[src/rtl/iob_pcie_pkg.sv]
// Shared types and widths for the iob_pcie RIFFA channel engines.
// State encoding and beat geometry used by the RX path.
package iob_pcie_pkg;

  localparam int C_PCI_DATA_WIDTH = 64;
  localparam int KEEP_W = C_PCI_DATA_WIDTH / 32;
  localparam int WORDS_PER_BEAT = 2;

  typedef enum logic [1:0] {
    ST_IDLE,
    ST_ACK,
    ST_DATA,
    ST_DRAIN
  } state_t;

endpackage

[src/rtl/iob_pcie_rx_obuf.sv]
// Single-entry output register for the RX stream.
// Holds data, keep and last stable until the consumer takes them.
module iob_pcie_rx_obuf
  import iob_pcie_pkg::*;
#(
  parameter int W  = C_PCI_DATA_WIDTH,
  parameter int KW = KEEP_W
) (
  input  logic          clk,
  input  logic          rst,
  input  logic          load,
  input  logic [W-1:0]  din,
  input  logic [KW-1:0] kin,
  input  logic          lin,
  output logic [W-1:0]  data,
  output logic [KW-1:0] keep,
  output logic          last,
  output logic          valid,
  input  logic          ready,
  output logic          free
);

  // Free when empty or when the held beat leaves this cycle.
  assign free = !valid | ready;

  always_ff @(posedge clk) begin
    if (rst) begin
      data  <= '0;
      keep  <= '0;
      last  <= 1'b0;
      valid <= 1'b0;
    end else if (load) begin
      data  <= din;
      keep  <= kin;
      last  <= lin;
      valid <= 1'b1;
    end else if (ready) begin
      valid <= 1'b0;
    end
  end

endmodule

[src/rtl/iob_pcie_rx_chnl.sv]
// RIFFA RX channel engine: ack, length latch, beat pull under
// back-pressure, keep/last generation and done/error status.
module iob_pcie_rx_chnl
  import iob_pcie_pkg::*;
#(
  parameter int DATA_W = 32,
  parameter int C_PCI_DATA_WIDTH = iob_pcie_pkg::C_PCI_DATA_WIDTH
) (
  input  logic                        clk,
  input  logic                        rst,
  input  logic                        PCIE_CHNL_RX_i,
  input  logic                        PCIE_CHNL_RX_LAST_i,
  input  logic [DATA_W-1:0]           PCIE_CHNL_RX_LEN_i,
  input  logic [DATA_W-2:0]           PCIE_CHNL_RX_OFF_i,
  input  logic [C_PCI_DATA_WIDTH-1:0] PCIE_CHNL_RX_DATA_i,
  input  logic                        PCIE_CHNL_RX_DATA_VALID_i,
  output logic                        PCIE_CHNL_RX_ACK_o,
  output logic                        PCIE_CHNL_RX_DATA_REN_o,
  output logic [C_PCI_DATA_WIDTH-1:0] m_data_o,
  output logic [KEEP_W-1:0]           m_keep_o,
  output logic                        m_last_o,
  output logic                        m_valid_o,
  input  logic                        m_ready_i,
  output logic [DATA_W-1:0]           len_o,
  output logic [DATA_W-2:0]           off_o,
  output logic                        seq_last_o,
  output logic                        busy_o,
  output logic                        done_o,
  output logic                        err_o
);

  state_t              state;
  logic [DATA_W-1:0]   rem;
  logic                free;
  logic                accept;
  logic                rem_ge2;
  logic                beat_last;
  logic [DATA_W-1:0]   step;
  logic [KEEP_W-1:0]   beat_keep;

  assign rem_ge2   = rem >= DATA_W'(WORDS_PER_BEAT);
  assign beat_last = rem <= DATA_W'(WORDS_PER_BEAT);
  assign step      = rem_ge2 ? DATA_W'(WORDS_PER_BEAT) : DATA_W'(1);
  assign beat_keep = rem_ge2 ? {KEEP_W{1'b1}} : KEEP_W'(1);

  assign PCIE_CHNL_RX_DATA_REN_o = (state == ST_DATA) & free;
  assign accept = PCIE_CHNL_RX_DATA_REN_o & PCIE_CHNL_RX_DATA_VALID_i;

  assign busy_o = state != ST_IDLE;
  // Completion waits for the last beat to leave and the channel to close.
  assign done_o = (state == ST_DRAIN) & free & !PCIE_CHNL_RX_i;

  always_ff @(posedge clk) begin
    if (rst) begin
      state              <= ST_IDLE;
      rem                <= '0;
      len_o              <= '0;
      off_o              <= '0;
      seq_last_o         <= 1'b0;
      err_o              <= 1'b0;
      PCIE_CHNL_RX_ACK_o <= 1'b0;
    end else begin
      PCIE_CHNL_RX_ACK_o <= 1'b0;
      unique case (state)
        ST_IDLE: begin
          if (PCIE_CHNL_RX_i) begin
            len_o              <= PCIE_CHNL_RX_LEN_i;
            off_o              <= PCIE_CHNL_RX_OFF_i;
            seq_last_o         <= PCIE_CHNL_RX_LAST_i;
            rem                <= PCIE_CHNL_RX_LEN_i;
            err_o              <= 1'b0;
            PCIE_CHNL_RX_ACK_o <= 1'b1;
            state              <= ST_ACK;
          end
        end
        ST_ACK: begin
          state <= (rem == '0) ? ST_DRAIN : ST_DATA;
        end
        ST_DATA: begin
          if (accept) begin
            rem <= rem - step;
            if (beat_last) state <= ST_DRAIN;
          end else if (!PCIE_CHNL_RX_i) begin
            err_o <= 1'b1;
            state <= ST_DRAIN;
          end
        end
        ST_DRAIN: begin
          if (done_o) state <= ST_IDLE;
        end
      endcase
    end
  end

  iob_pcie_rx_obuf #(
    .W  (C_PCI_DATA_WIDTH),
    .KW (KEEP_W)
  ) u_obuf (
    .clk   (clk),
    .rst   (rst),
    .load  (accept),
    .din   (PCIE_CHNL_RX_DATA_i),
    .kin   (beat_keep),
    .lin   (beat_last),
    .data  (m_data_o),
    .keep  (m_keep_o),
    .last  (m_last_o),
    .valid (m_valid_o),
    .ready (m_ready_i),
    .free  (free)
  );

endmodule

[config.mk]
export PLATFORM = sky130hd
export DESIGN_NAME = iob_pcie_rx_chnl
export DESIGN_NICKNAME = d
export VERILOG_FILES = /design/src/rtl/iob_pcie_pkg.sv /design/src/rtl/iob_pcie_rx_obuf.sv /design/src/rtl/iob_pcie_rx_chnl.sv
export SDC_FILE = /design/constraint.sdc
export NUM_CORES = 1
export LEC_CHECK = 0
export BUFFER_PORTS_ARGS = -buffer_cell sky130_fd_sc_hd__buf_2
export CAP_MARGIN = 20
export CORE_MARGIN = 1.5
export CORE_UTILIZATION = 37
export DETAILED_ROUTE_END_ITERATION = 8
export PLACE_DENSITY_LB_ADDON = 0.25
export SLEW_MARGIN = 20
export SYNTH_ARGS = -nofsm -noshare
export SYNTH_HDL_FRONTEND = slang
export SYNTH_SLANG_ARGS = --single-unit
[constraint.sdc]
create_clock -name clk -period 4.9 [get_ports clk]
set_input_delay 0.98 -clock clk [delete_from_list [all_inputs] [get_ports clk]]
set_output_delay 0.98 -clock clk [all_outputs]
set_load 0.1 [all_outputs]
Word-level counts from Yosys, hierarchy flattened

Cells that the tools add are included.

Bits in registers: 168

Bitwise logic cells: 6
Muxes and demuxes: 19
Order comparisons: 2
Eq/ne operators: 10
$add $sub $neg: 1
Reduce and logical (&&, ||, !) cells: 12

Operators with widths:

| cell                  | count |
|---|---|
| $mux W32              | 2 |
| $pmux W32 S2          | 1 |
| $ge A32 B2 Y1 const B | 1 |
| $le A32 B2 Y1 const B | 1 |
| $logic_not A32 Y1     | 1 |
| $sub A32 B2 Y32       | 1 |
| $mux W2               | 7 |
| $ne A2 B2 Y1 const B  | 5 |
| $pmux W2 S4           | 1 |
| $reduce_and A4 Y1     | 2 |
| $mux W1               | 7 |
| $reduce_bool A2 Y1    | 3 |
| $and A1 B1 Y1         | 4 |
| $eq A2 B2 Y1 const B  | 2 |
| $ne A3 B2 Y1 const B  | 1 |
| $ne A3 B3 Y1 const B  | 1 |
| $reduce_and A3 Y1     | 1 |
| $eq A2 B1 Y1 const B  | 1 |
| $logic_not A1 Y1      | 2 |
| $logic_not A2 Y1      | 1 |
| $pmux W1 S2           | 1 |
| $reduce_and A2 Y1     | 1 |
| $reduce_or A2 Y1      | 1 |
| $not A1 Y1            | 1 |
| $or A1 B1 Y1          | 1 |

Longest topological paths before layout

Gate-level depths: netlist of run 1.

Word-level depth: 6
Gate-level depth with buffers: 14
Gate-level depth less buffers: 13

Cells and area by module

A second synthesis of run 1 with hierarchy kept.

Cells, all modules: 831
Area, all modules: 7090.6 µm²

Modules (own cells, without submodules):

| module           | times used | area an instance (µm²) | sequential area each (µm²) | cells each |
|---|---|---|---|---|
| iob_pcie_rx_chnl | 1          | 4664.5                 | 2001.9                     | 610 |
| iob_pcie_rx_obuf | 1          | 2426.1                 | 1361.3                     | 221 |

Worst setup path before layout of run 1

OpenSTA, ideal clock, no wires.

Kind: input to output
From: input port m_ready_i
To: output port done_o
Path slack: 667 ps
Arrival time: 3253 ps
Stages on the path: 2
Path through: nor2b_1 > nor3b_1

Word-level cells in the longest chain between the ends: 3

RTL lines:

| element                    | line                   | RTL |
|---|---|---|
| from (decl)                | iob_pcie_rx_chnl.sv:23 | `input logic m_ready_i,` |
| $or A1 B1 Y1               | iob_pcie_rx_obuf.sv:24 | `assign free = !valid \| ready;` |
| $and A1 B1 Y1 (2 in a row) | iob_pcie_rx_chnl.sv:51 | `assign done_o = (state == ST_DRAIN) & free & !PCIE_CHNL_RX_i;` |
| to (decl)                  | iob_pcie_rx_chnl.sv:28 | `output logic done_o,` |

No other way between the ends.

Final worst setup path of run 1

From: register rem[19]
To: register rem[28]

Word-level cells in the longest chain between the ends: 5

RTL lines:

| element                | line                   | RTL |
|---|---|---|
| from (decl)            | iob_pcie_rx_chnl.sv:33 | `logic [DATA_W-1:0] rem;` |
| from (signal assigned) | iob_pcie_rx_chnl.sv:70 | `rem <= PCIE_CHNL_RX_LEN_i;` |
| from (signal assigned) | iob_pcie_rx_chnl.sv:81 | `rem <= rem - step;` |
| $ge A32 B2 Y1          | iob_pcie_rx_chnl.sv:41 | `assign rem_ge2 = rem >= DATA_W'(WORDS_PER_BEAT);` |
| $mux W2                | iob_pcie_rx_chnl.sv:43 | `assign step = rem_ge2 ? DATA_W'(WORDS_PER_BEAT) : DATA_W'(1);` |
| $sub A32 B2 Y32 (*)    | iob_pcie_rx_chnl.sv:81 |  |
| $mux W32 (*)           | iob_pcie_rx_chnl.sv:80 | `if (accept) begin` |
| $pmux W32 S2 (*)       | iob_pcie_rx_chnl.sv:64 | `unique case (state)` |

Every way passes the cells marked *; elsewhere a longest branch is shown, timed or not. The select of a mux whose other input is x is not followed.
A chain may end at the register's enable or synchronous reset.

==> metrics.txt, run 1 <==
Leak Pwr=3.91 nW; TritonCTS clock tree=built; final estimated routing congestion in global placement=0.770; number of filler instances in the final layout=1,801; nets@finish=1,269; failing checks=DRC; critical path data arrival time=4.49 ns; final worst path period need=4.15 ns; post-cts hold buffer count=0; final routed wire length divided by cell count=14.8 µm; Avg Inst Size Synth=7.68 µm²; most common cell in the synthesized netlist=sky130_fd_sc_hd__nand2_1; Port-buffer cells=269; cell area after technology mapping=6850 µm²; share of async-settable or async-resettable flops after synthesis=0%; global routing usage summed across all routing layers=20.8%; Worst setup EP type=flop; area of all sequential standard cells=3360 µm²; area share of the largest cell type after synthesis=49.1%; max capacitance violation total=0; global-route wire length before repair=33,000 µm; first-iteration detailed-routing DRC count=426; total number of clock tree sinks=168; total power after layout=6.17 mW; data required time at the worst endpoint=5.24 ns; clock transition at the register clock pins on the worst setup and hold paths after CTS=0.07 ns; type of the worst setup path=reg -> reg; placed wire-length estimate=13,700 µm; cell count after synthesis=892; Max VDD drop=0.340 mV; worst min-delay path category=reg -> reg; dominant cell type by area after synthesis=sky130_fd_sc_hd__dfxtp_1; unrepaired setup endpoints after global routing=false; Clock Path Buffers=2; fraction of final layout cells sized beyond drive strength 1=28.2%; number of antenna violations at the first check in global routing=1; non-filler instance count after layout=1,372; Period Utilization, post-route=84.7%; vias after detailed routing=6,910; area of the core region=18,100 µm²; Die Height=139 µm; initial standard-cell utilization of the core=37.9%; leading post-synthesis cells by instance count=sky130_fd_sc_hd__nand2_1 (289), sky130_fd_sc_hd__dfxtp_1 (168), sky130_fd_sc_hd__a21oi_1 (159), sky130_fd_sc_hd__clkbuf_1 (60), sky130_fd_sc_hd__nor2_1 (36); number of distinct standard cells referenced by the synthesized netlist=50; power density normalized to cell area=688 nW/µm²; Hold Vio Cnt, Final=0; dominant register cell in the synthesized netlist=sky130_fd_sc_hd__dfxtp_1; Clock Skews=0.0137 ns; Synth Net Count=1,032; end-of-flow core utilization=49.6%; DRC violation count after routing=12; Slew headroom=40.2%; post-CTS setup buffers=0; Final Max Slew Viols=0; Placement Rows=49; YS warnings=0; final-report setup violation count=0; num ports=270; root buf cell=sky130_fd_sc_hd__clkbuf_16; register bit total from synthesis=168; clock latency on the worst-skew pair=0.42 ns; antenna-violating nets left=0; number of global-route vias before repair=6,540; actual transition at the worst max-transition pin=0.896 ns; pin count of the biggest net entering global routing=68; post-detailed-route via-to-cell ratio=5.04; sequential cell area fraction in the yosys report=49.1%; Area Growth Syn to Fin=30.9%; number of flops mapped to enable cells by yosys=0; floorplan die area=19,300 µm²; Area contributors post-synth=sky130_fd_sc_hd__dfxtp_1 (49%), sky130_fd_sc_hd__nand2_1 (16%), sky130_fd_sc_hd__a21oi_1 (12%), sky130_fd_sc_hd__clkbuf_1 (3.3%), sky130_fd_sc_hd__nor2_1 (2.0%); H-tree depth=4; Setup TNS=0 ns; cells resized by post-CTS repair=0; Multi-input gate area=3230 µm²; number of buffers created by CTS=17; instance count after placement with tap cells included=1,338; Crit Path Max Fanout=10; startpoint class of the critical path=flop; Post-Place Worst Slack=0.795 ns; GR Overflow Total=0; crit path setup slack, layout=0.752 ns; top achievable clock speed=241 MHz; First-pass DRT Iterations=9; final wirelength=20,300 µm; result of the run=finished, violations left; width of the die=139 µm
==> registers in the layout, summed over array words and instances, names as in the netlist <==
name,flops
off_o,31
u_obuf.data,64
PCIE_CHNL_RX_ACK_o,1
rem,32
u_obuf.last,1
u_obuf.valid,1
state,2
err_o,1
u_obuf.keep,2
len_o,32
seq_last_o,1
==> cells in the final DEF, fill, tap and decap left out, drive strengths merged, types with 3 or more instances in the layout <==
cell,n
a21o,3
nor3,18
a21oi,159
clkbuf,18
o21ai,23
a22oi,12
buf,280
or3,7
a221oi,3
and3,3
o32ai,3
a311oi,3
a31oi,6
nand2b,5
ha,6
and2,6
a211oi,5
nand2,289
o21a,3
nor2b,4
inv,23
nand3,5
dfxtp,168
o21bai,4
nor2,36
nor4,9
o31ai,4
or4,5
o22ai,6
==> metal layers <==
metal | share of wire, % | track usage, %
met3 | 6.2 | 5.42
met2 | 46 | 33.2
met1 | 46 | 27.2
met5 | 0 | 0
met4 | 1.9 | 7.56
==> worst paths after layout <==
| path | from | endpoint | slack (ns) | cells after the start |
|---|---|---|---|---|
| worst min-delay path | len_o[17]$_SDFFE_PP0P_ | len_o[17]$_SDFFE_PP0P_ | 0.45 | 2 |
| worst max-delay path | rem[19]$_SDFFE_PP0P_ | rem[28]$_SDFFE_PP0P_ | 0.75 | 13 |
| worst min register to register | len_o[17]$_SDFFE_PP0P_ | len_o[17]$_SDFFE_PP0P_ | 0.45 | 2 |
| worst max register to register | rem[19]$_SDFFE_PP0P_ | rem[28]$_SDFFE_PP0P_ | 0.75 | 13 |
==> power breakdown <==
group / switching [mW] / internal [mW]
registers: 0.195 / 1.63
clock network: 0.612 / 0.742
logic: 2.34 / 0.651
==> final cells by class <==
cell class              instances  area share [%]
flip-flops and latches        168            37.5
clock buffers                  18            4.90
inverters                      12           0.502
multi-input cells             650            36.0
well taps                     229            3.20
diodes                          1          0.0279
clock inverters                14            1.70
repair buffers                280            16.1
==> cells by family after synthesis <==
group           synth area share, %
buf+inv                        4.06
simple gates                   24.3
fa+ha+maj                      1.39
compound gates                 20.7
mux                           0.457
flops                          49.1
==> stage by stage <==
step                area, µm²  hold WS (ns)
CTS                      8940         0.453
finish                   8970         0.450
floorplan                6850         0.436
global route             8970         0.465
detailed placement       8350         0.443
global placement         8350         0.438
==> worst max-delay path: stages, from the launching register on <==
cell,delay (ns)
sky130_fd_sc_hd__dfxtp_1,0.35
sky130_fd_sc_hd__or4_1,0.58
sky130_fd_sc_hd__nor3_2,0.28
sky130_fd_sc_hd__nand4_2,0.22
sky130_fd_sc_hd__nor2_1,0.39
sky130_fd_sc_hd__ha_1,0.27
sky130_fd_sc_hd__inv_1,0.08
sky130_fd_sc_hd__fa_1,0.43
sky130_fd_sc_hd__or3_1,0.36
sky130_fd_sc_hd__nor2_1,0.19
sky130_fd_sc_hd__nand2_1,0.25
sky130_fd_sc_hd__nor3_1,0.22
sky130_fd_sc_hd__mux2_2,0.35
sky130_fd_sc_hd__a21oi_1,0.11
(Power assumes the default switching activity.)
==> run 2, diff against run 1 <==
--- a/config.mk
+++ b/config.mk
@@ -5,6 +5,7 @@
 export SDC_FILE = /design/constraint.sdc
 export NUM_CORES = 1
 export LEC_CHECK = 0
+export ABC_AREA = 1
 export BUFFER_PORTS_ARGS = -buffer_cell sky130_fd_sc_hd__buf_2
 export CAP_MARGIN = 20
 export CORE_MARGIN = 1.5
==> constraint.sdc (replaced) <==
create_clock -name clk -period 3.4 [get_ports clk]
set_input_delay 0.68 -clock clk [delete_from_list [all_inputs] [get_ports clk]]
set_output_delay 0.68 -clock clk [all_outputs]
set_load 0.1 [all_outputs]
==> metrics.txt, run 2 <==
Clock Skews=0.0114 ns (-0.00230 ns); share of async-settable or async-resettable flops after synthesis=0% (unchanged); Port-buffer cells=269 (unchanged); Setup TNS=0 ns (unchanged); width of the die=143 µm (+2.7%); register bit total from synthesis=168 (unchanged); sequential cell area fraction in the yosys report=46.5% (-2.6 points); First-pass DRT Iterations=5 (-4); fraction of the mapped netlist area in compound gates=18.3% (-2.4 points); global routing usage summed across all routing layers=19.5% (-1.3 points); antenna-violating nets left=0 (unchanged); Max VDD drop=0.396 mV (+17%); cells resized by post-CTS repair=0 (unchanged); mux contribution to synthesized area=0% (-0.46 points); leading post-synthesis cells by instance count=sky130_fd_sc_hd__nand2_1 (243), sky130_fd_sc_hd__dfxtp_1 (168), sky130_fd_sc_hd__nor2_1 (140), sky130_fd_sc_hd__a21oi_1 (132), sky130_fd_sc_hd__o21ai_0 (97); Crit path depth=16 (+3); number of antenna cells inserted=0 (-1); number of buffers created by CTS=17 (unchanged); end-of-flow core utilization=49.3% (-0.31 points); final wirelength=20,200 µm (-0.54%); startpoint class of the critical path=flop; post-detailed-route via-to-cell ratio=4.73 (-6.0%); Crit Path Max Fanout=4 (-6); worst min-delay path category=reg -> reg; number of flops mapped to enable cells by yosys=0 (unchanged); critical path data arrival time=3.06 ns (-1.43 ns); clock latency on the worst-skew pair=0.43 ns (about the same); power density normalized to cell area=1100 nW/µm² (+60%); area share of the largest cell type after synthesis=46.5% (-2.6 points); final-report setup violation count=0 (unchanged); global-route wire length before repair=32,000 µm (-3.1%); Worst setup EP type=flop; total number of clock tree sinks=168 (unchanged); crit path to=rem[18]$_SDFFE_PP0P_; TritonCTS clock tree=built; source of the worst register-to-register timing path=rem[24]$_SDFFE_PP0P_; Clock Path Buffers=2 (unchanged); Post-Place Worst Slack=0.659 ns (-0.136 ns); DRC violation count after routing=0 (-12); dominant cell type by area after synthesis=sky130_fd_sc_hd__dfxtp_1; Period Utilization, post-route=81.0% (-3.6 points); Hold Vio Cnt, Final=0 (unchanged); parity-gate share of the synthesized area counting xor and xnor cells=0.726% (+0.73 points); number of global-route vias before repair=6,550 (+0.15%); final estimated routing congestion in global placement=0.849 (+10%); final worst path period need=2.75 ns (-1.39 ns); cell count after synthesis=1,002 (+12%); first-iteration detailed-routing DRC count=438 (+2.8%); start point of the critical path=rem[24]$_SDFFE_PP0P_; worst hold slack=0.462 ns (+0.0112 ns); area of the core region=19,000 µm² (+4.8%); Placement Rows=50 (+2.0%); most common cell after layout, fill and taps aside=sky130_fd_sc_hd__buf_2; floorplan die area=20,400 µm² (+5.5%); max capacitance violation total=0 (unchanged); delay-heaviest family, CP=simple AND/OR/NAND/NOR gates; register with the most flip-flops=u_obuf.data; top achievable clock speed=363 MHz (+51%); number of distinct standard cells referenced by the synthesized netlist=40 (-20%); vias after detailed routing=7,166 (+3.7%); Worst Reg2Reg Path Length in Cells=16 (+3); non-filler instance count after layout=1,514 (+10%); Final Max Slew Viols=0 (unchanged); synthesized-area fraction occupied by adder cells=1.31% (-0.074 points); post-CTS setup buffers=0 (unchanged); nets@finish=1,381 (+8.8%); H-tree depth=4 (unchanged); flip-flop count of the largest register, all copies and words added=64 (unchanged); placed wire-length estimate=14,200 µm (+3.6%); Leak Pwr=4.37 nW (+12%); Area Growth Syn to Fin=29.1%; fraction of final layout cells sized beyond drive strength 1=28.5% (+0.35 points); final routed wire length divided by cell count=13.3 µm (-9.9%); number of antenna violations at the first check in global routing=0 (-1); dominant combinational cell family by area after synthesis=simple AND/OR/NAND/NOR gates; Avg Inst Size Synth=7.22 µm² (-6.0%); cell type with the highest occurrence count on the critical path=sky130_fd_sc_hd__nand2_1; dominant register cell in the synthesized netlist=sky130_fd_sc_hd__dfxtp_1; Slowest cell on crit path=sky130_fd_sc_hd__fa_1; most common cell in the synthesized netlist=sky130_fd_sc_hd__nand2_1; unrepaired setup endpoints after global routing=false; actual transition at the worst max-transition pin=0.736 ns (-0.160 ns); worst setup slack for register-to-register paths=0.65 ns (-0.11 ns); data required time at the worst endpoint=3.71 ns (-1.53 ns); post-cts hold buffer count=0 (unchanged); Top Registers=u_obuf.data: 64 flops, len_o: 32 flops, rem: 32 flops; clock transition at the register clock pins on the worst setup and hold paths after CTS=0.07 ns (about the same); root buf cell=sky130_fd_sc_hd__clkbuf_16; Slew headroom=50.9% (+11 points); initial standard-cell utilization of the core=38.2% (+0.30 points); most used cells in the layout excluding fill and tap cells=sky130_fd_sc_hd__buf_2 (267), sky130_fd_sc_hd__nand2_1 (243), sky130_fd_sc_hd__dfxtp_1 (168); crit path cell chain=nor2_1, nand2_1, nor2_1, nand2_1, nor2_4, ha_1, inv_1, fa_1, inv_1, nand2_2, nor2_2, nand2_1, nor2_2, o21ai_0, o21ai_1, a21oi_1; capture point of the worst reg-to-reg path=rem[18]$_SDFFE_PP0P_; instance count after placement with tap cells included=1,482 (+11%); area fraction in and, or, nand and nor cells after synthesis=26.5% (+2.3 points); Area contributors post-synth=sky130_fd_sc_hd__dfxtp_1 (46%), sky130_fd_sc_hd__nand2_1 (13%), sky130_fd_sc_hd__a21oi_1 (9.1%), sky130_fd_sc_hd__nor2_1 (7.3%), sky130_fd_sc_hd__o21ai_0 (6.7%); GR Overflow Total=0 (unchanged); YS warnings=0 (unchanged); Bufs and invs on worst path=2 (+1); Synth Net Count=1,142 (+11%); type of the worst setup path=reg -> reg; num ports=270 (unchanged); result of the run=complete, no violations; Largest stage delay, worst path=0.39 ns (-0.19 ns); pin count of the biggest net entering global routing=67 (-1.5%); crit path setup slack, layout=0.646 ns (-0.107 ns); cell area after technology mapping=7230 µm² (+5.6%); Die Height=143 µm (+2.7%)
run 2: cell count changes after synthesis, sizes merged, moves of 13 or more:
| cell | change |
|---|---|
| a21oi | -24 |
| buf | +23 |
| clkbuf | -26 |
| inv | +46 |
| nand2 | -36 |
| nand3 | +14 |
| nor2 | +130 |
| nor3 | -13 |
| o21ai | +81 |
run 2: worst min path at each step:
stage,startpoint,slack (ns),to,cells past startpoint
after CTS,u_obuf.data[57]$_SDFFE_PP0P_,0.46,u_obuf.data[57]$_SDFFE_PP0P_,2
after global routing,PCIE_CHNL_RX_DATA_i[55],0.48,u_obuf.data[55]$_SDFFE_PP0P_,3
after global placement,u_obuf.keep[0]$_SDFFE_PP0P_,0.44,u_obuf.keep[0]$_SDFFE_PP0P_,1
after floorplan,rem[6]$_SDFFE_PP0P_,0.45,rem[6]$_SDFFE_PP0P_,2
final,u_obuf.data[40]$_SDFFE_PP0P_,0.46,u_obuf.data[40]$_SDFFE_PP0P_,2
after detailed placement,u_obuf.data[12]$_SDFFE_PP0P_,0.45,u_obuf.data[12]$_SDFFE_PP0P_,2
run 2: layout make-up:
| class | count | area [µm²] |
|---|---|---|
| Clock buffer | 18 | 439 |
| Clock inverter | 14 | 151 |
| Fill cell | 1943 | 9620 |
| Timing Repair Buffer | 279 | 1450 |
| Inverter | 58 | 218 |
| Sequential cell | 168 | 3360 |
| Multi-Input combinational cell | 717 | 3390 |
| Tap cell | 260 | 325 |
run 2: tightest hold or removal path, cell delays in order, from the launching register on:
cell and delay (ns):
sky130_fd_sc_hd__dfxtp_1 0.31, sky130_fd_sc_hd__nand2_1 0.06, sky130_fd_sc_hd__a21oi_1 0.05
run 2: report_power, final:
| group | switching, mW | internal, mW | total, mW |
|---|---|---|---|
| combinational | 4.39 | 1.27 | 5.66 |
| clock | 0.911 | 1.00 | 1.91 |
| sequential | 0.318 | 2.42 | 2.73 |
| total | 5.62 | 4.69 | 10.3 |
run 2: cell families after synthesis:
family / count (synthesis)
adder cells (fa/ha/maj): 7
AND/OR/NAND/NOR: 450
flip-flops: 168
buffers and inverters: 117
AO/OA/AOI/OAI: 254
XOR/XNOR: 6
run 2: metal layers:
metal | track usage [%] | routed length [µm]
met5 | 0 | 0
met4 | 6.73 | 286
met3 | 6.14 | 1760
met2 | 30.6 | 8950
met1 | 25.3 | 9190
run 2: stage by stage:
step	instance area, µm²	power, mW
after global routing	9340	11.0
after detailed placement	8750	8.44
final	9340	10.3
after global placement	8750	8.43
after CTS	9340	10.4
after floorplan	7230	7.44
==> run 3, diff against run 2 <==
==> constraint.sdc (replaced) <==
create_clock -name clk -period 2.84 [get_ports clk]
set_input_delay 0.568 -clock clk [delete_from_list [all_inputs] [get_ports clk]]
set_output_delay 0.568 -clock clk [all_outputs]
set_load 0.1 [all_outputs]
==> metrics.txt, run 3 (synthesized netlist as in run 2, its figures left out) <==
H-tree depth=4 (unchanged); Worst Reg2Reg Path Length in Cells=16 (unchanged); nets@finish=1,384 (+0.22%); instance count along the most critical hold path=3 (+1); crit path cell chain=nor2_1, nand2_1, nor2_2, nand2_2, nor2_4, ha_1, inv_1, fa_1, inv_2, nand2_2, nor2_2, nand2_1, nor2_2, o21ai_0, o21ai_1, a21oi_1; floorplan die area=20,400 µm² (unchanged); register with the most flip-flops=u_obuf.data; unrepaired setup endpoints after global routing=false; flip-flop count of the largest register, all copies and words added=64 (unchanged); Leak Pwr=4.42 nW (+1.1%); total number of clock tree sinks=168 (unchanged); first-iteration detailed-routing DRC count=382 (-13%); final worst path period need=2.62 ns (-0.131 ns); global-route wire length before repair=31,700 µm (-0.88%); Area Growth Syn to Fin=30.6%; area of all sequential standard cells=3360 µm² (unchanged); most common cell after layout, fill and taps aside=sky130_fd_sc_hd__buf_2; cell type with the highest occurrence count on the critical path=sky130_fd_sc_hd__nor2_2; area of the core region=19,000 µm² (unchanged); pin count of the biggest net entering global routing=98 (+46%); initial standard-cell utilization of the core=38.2% (unchanged); Hold Vio Cnt, Final=0 (unchanged); number of global-route vias before repair=6,466 (-1.3%); GR Overflow Total=0 (unchanged); number of buffers created by CTS=17 (unchanged); Die Height=143 µm (unchanged); actual transition at the worst max-transition pin=0.615 ns (-0.122 ns); met3 routing resource usage after global routing=6.37% (+0.23 points); Clock Path Buffers=2 (unchanged); Top Registers=u_obuf.data: 64 flops, len_o: 32 flops, rem: 32 flops; power density normalized to cell area=1340 nW/µm² (+21%); number of filler instances in the final layout=1,961 (+0.93%); DRC violation count after routing=0 (unchanged); post-detailed-route via-to-cell ratio=4.71 (-0.48%); Clock Skews=0.0100 ns (-0.00132 ns); result of the run=complete, no violations; global routing usage summed across all routing layers=19.4% (-0.13 points); final estimated routing congestion in global placement=0.833 (-1.8%); Slew headroom=59.0% (+8.1 points); Period Utilization, post-route=92.4% (+11 points); Setup TNS=0 ns (unchanged); Worst setup EP type=flop; Multi-input gate area=3410 µm² (+0.52%); Post-Place Worst Slack=0.0866 ns (-0.572 ns); Slowest cell on crit path=sky130_fd_sc_hd__fa_1; top achievable clock speed=381 MHz (+5.0%); antenna-violating nets left=0 (unchanged); Final Max Slew Viols=0 (unchanged); global-route track usage on met1=25.0% (-0.25 points); type of the worst setup path=reg -> reg; final wirelength=20,400 µm (+1.3%); critical path data arrival time=2.92 ns (-0.14 ns); startpoint class of the critical path=flop; data required time at the worst endpoint=3.14 ns (-0.57 ns); Largest stage delay, worst path=0.40 ns (about the same); num ports=270 (unchanged); number of antenna violations at the first check in global routing=1 (+1); layer carrying the most global-route usage=met2; vias after detailed routing=7,141 (-0.35%); fraction of final layout cells sized beyond drive strength 1=29.3% (+0.75 points); clock latency on the worst-skew pair=0.42 ns (about the same); number of antenna cells inserted=0 (unchanged); placed wire-length estimate=14,200 µm (about the same); First-pass DRT Iterations=6 (+1); Crit Path Max Fanout=4 (unchanged); crit path setup slack, layout=0.217 ns (-0.429 ns); TritonCTS clock tree=built; clock transition at the register clock pins on the worst setup and hold paths after CTS=0.07 ns (about the same); most used cells in the layout excluding fill and tap cells=sky130_fd_sc_hd__buf_2 (267), sky130_fd_sc_hd__nand2_1 (241), sky130_fd_sc_hd__dfxtp_1 (168); root buf cell=sky130_fd_sc_hd__clkbuf_16; final routed wire length divided by cell count=13.5 µm (+1.1%); final-report setup violation count=0 (unchanged); Port-buffer cells=269 (unchanged); Placement Rows=50 (unchanged); worst min-delay path category=in -> reg; max capacitance violation total=0 (unchanged); post-cts hold buffer count=0 (unchanged); met2 track demand over resource=30.8% (+0.20 points); Max VDD drop=0.484 mV (+22%); width of the die=143 µm (unchanged)
## run 3: cell count changes in the layout (fill, tap and decap cells not counted), sizes merged
| cell | before | now |
|---|---|---|
| buf | 279 | 282 |
| clkbuf | 18 | 17 |
| clkinv | 6 | 1 |
| bufinv | 0 | 4 |
| clkinvlp | 1 | 2 |
## run 3: repair_timing
| action | CTS | global route |
|---|---|---|
| endpoints found under the setup margin | 0 | 13 |
| setup buffers | 0 | 2 |
| gates resized for setup | 0 | 8 |
| hold endpoints to repair | 0 | 0 |
## run 3: power breakdown
part | total, mW | internal [mW] | leakage [nW] | switching [mW]
clock | 2.54 | 1.50 | 0.308 | 1.03
sequential | 3.28 | 2.89 | 1.38 | 0.383
combinational | 6.85 | 1.55 | 2.73 | 5.30
## run 3: path summary, 6_finish.rpt
| check | from | endpoint | slack, ns |
|---|---|---|---|
| max | rem[24]$_SDFFE_PP0P_ | rem[18]$_SDFFE_PP0P_ | 0.22 |
| min reg2reg | u_obuf.data[31]$_SDFFE_PP0P_ | u_obuf.data[31]$_SDFFE_PP0P_ | 0.46 |
| min | PCIE_CHNL_RX_DATA_i[35] | u_obuf.data[35]$_SDFFE_PP0P_ | 0.38 |
| max reg2reg | rem[24]$_SDFFE_PP0P_ | rem[18]$_SDFFE_PP0P_ | 0.22 |
## run 3: layout make-up
type	instances	area share [%]
clock inverter	14	2.24
clock buffer	17	4.50
sequential	168	35.6
inverter	58	2.30
multi-input combinational	717	36.1
tap	260	3.44
timing repair buffer	282	15.9
## run 3: critical path: cells and delay by family, from the launching register on
family | cells | cell delay (ns)
and+or+nand+nor | 9 | 1.11
adders and majority gates | 2 | 0.55
AOI/OAI and AO/OA | 3 | 0.35
DFF | 1 | 0.35
buffers and inverters | 2 | 0.15
## run 3: per-layer routing
| metal | vias to the layer above | share of wire [%] |
|---|---|---|
| met5 | - | 0.049 |
| met4 | 2 | 1.0 |
| met3 | 14 | 8.7 |
| met2 | 251 | 45 |
| met1 | 3167 | 45 |
| li1 | 3707 | - |
## run 3: per-stage QoR
stage                     std cells  hold WS [ns]  instance area (µm²)  util [%]  total power, mW
after CTS                      1514         0.364                 9420      49.7             12.7
after floorplan                1002         0.452                 7230         -             8.91
after global routing           1516         0.368                 9450      49.9             13.4
final                          1516         0.380                 9450      49.9             12.7
after detailed placement       1483         0.452                 8780      46.3             10.1
after global placement         1483         0.445                 8780      46.3             10.1
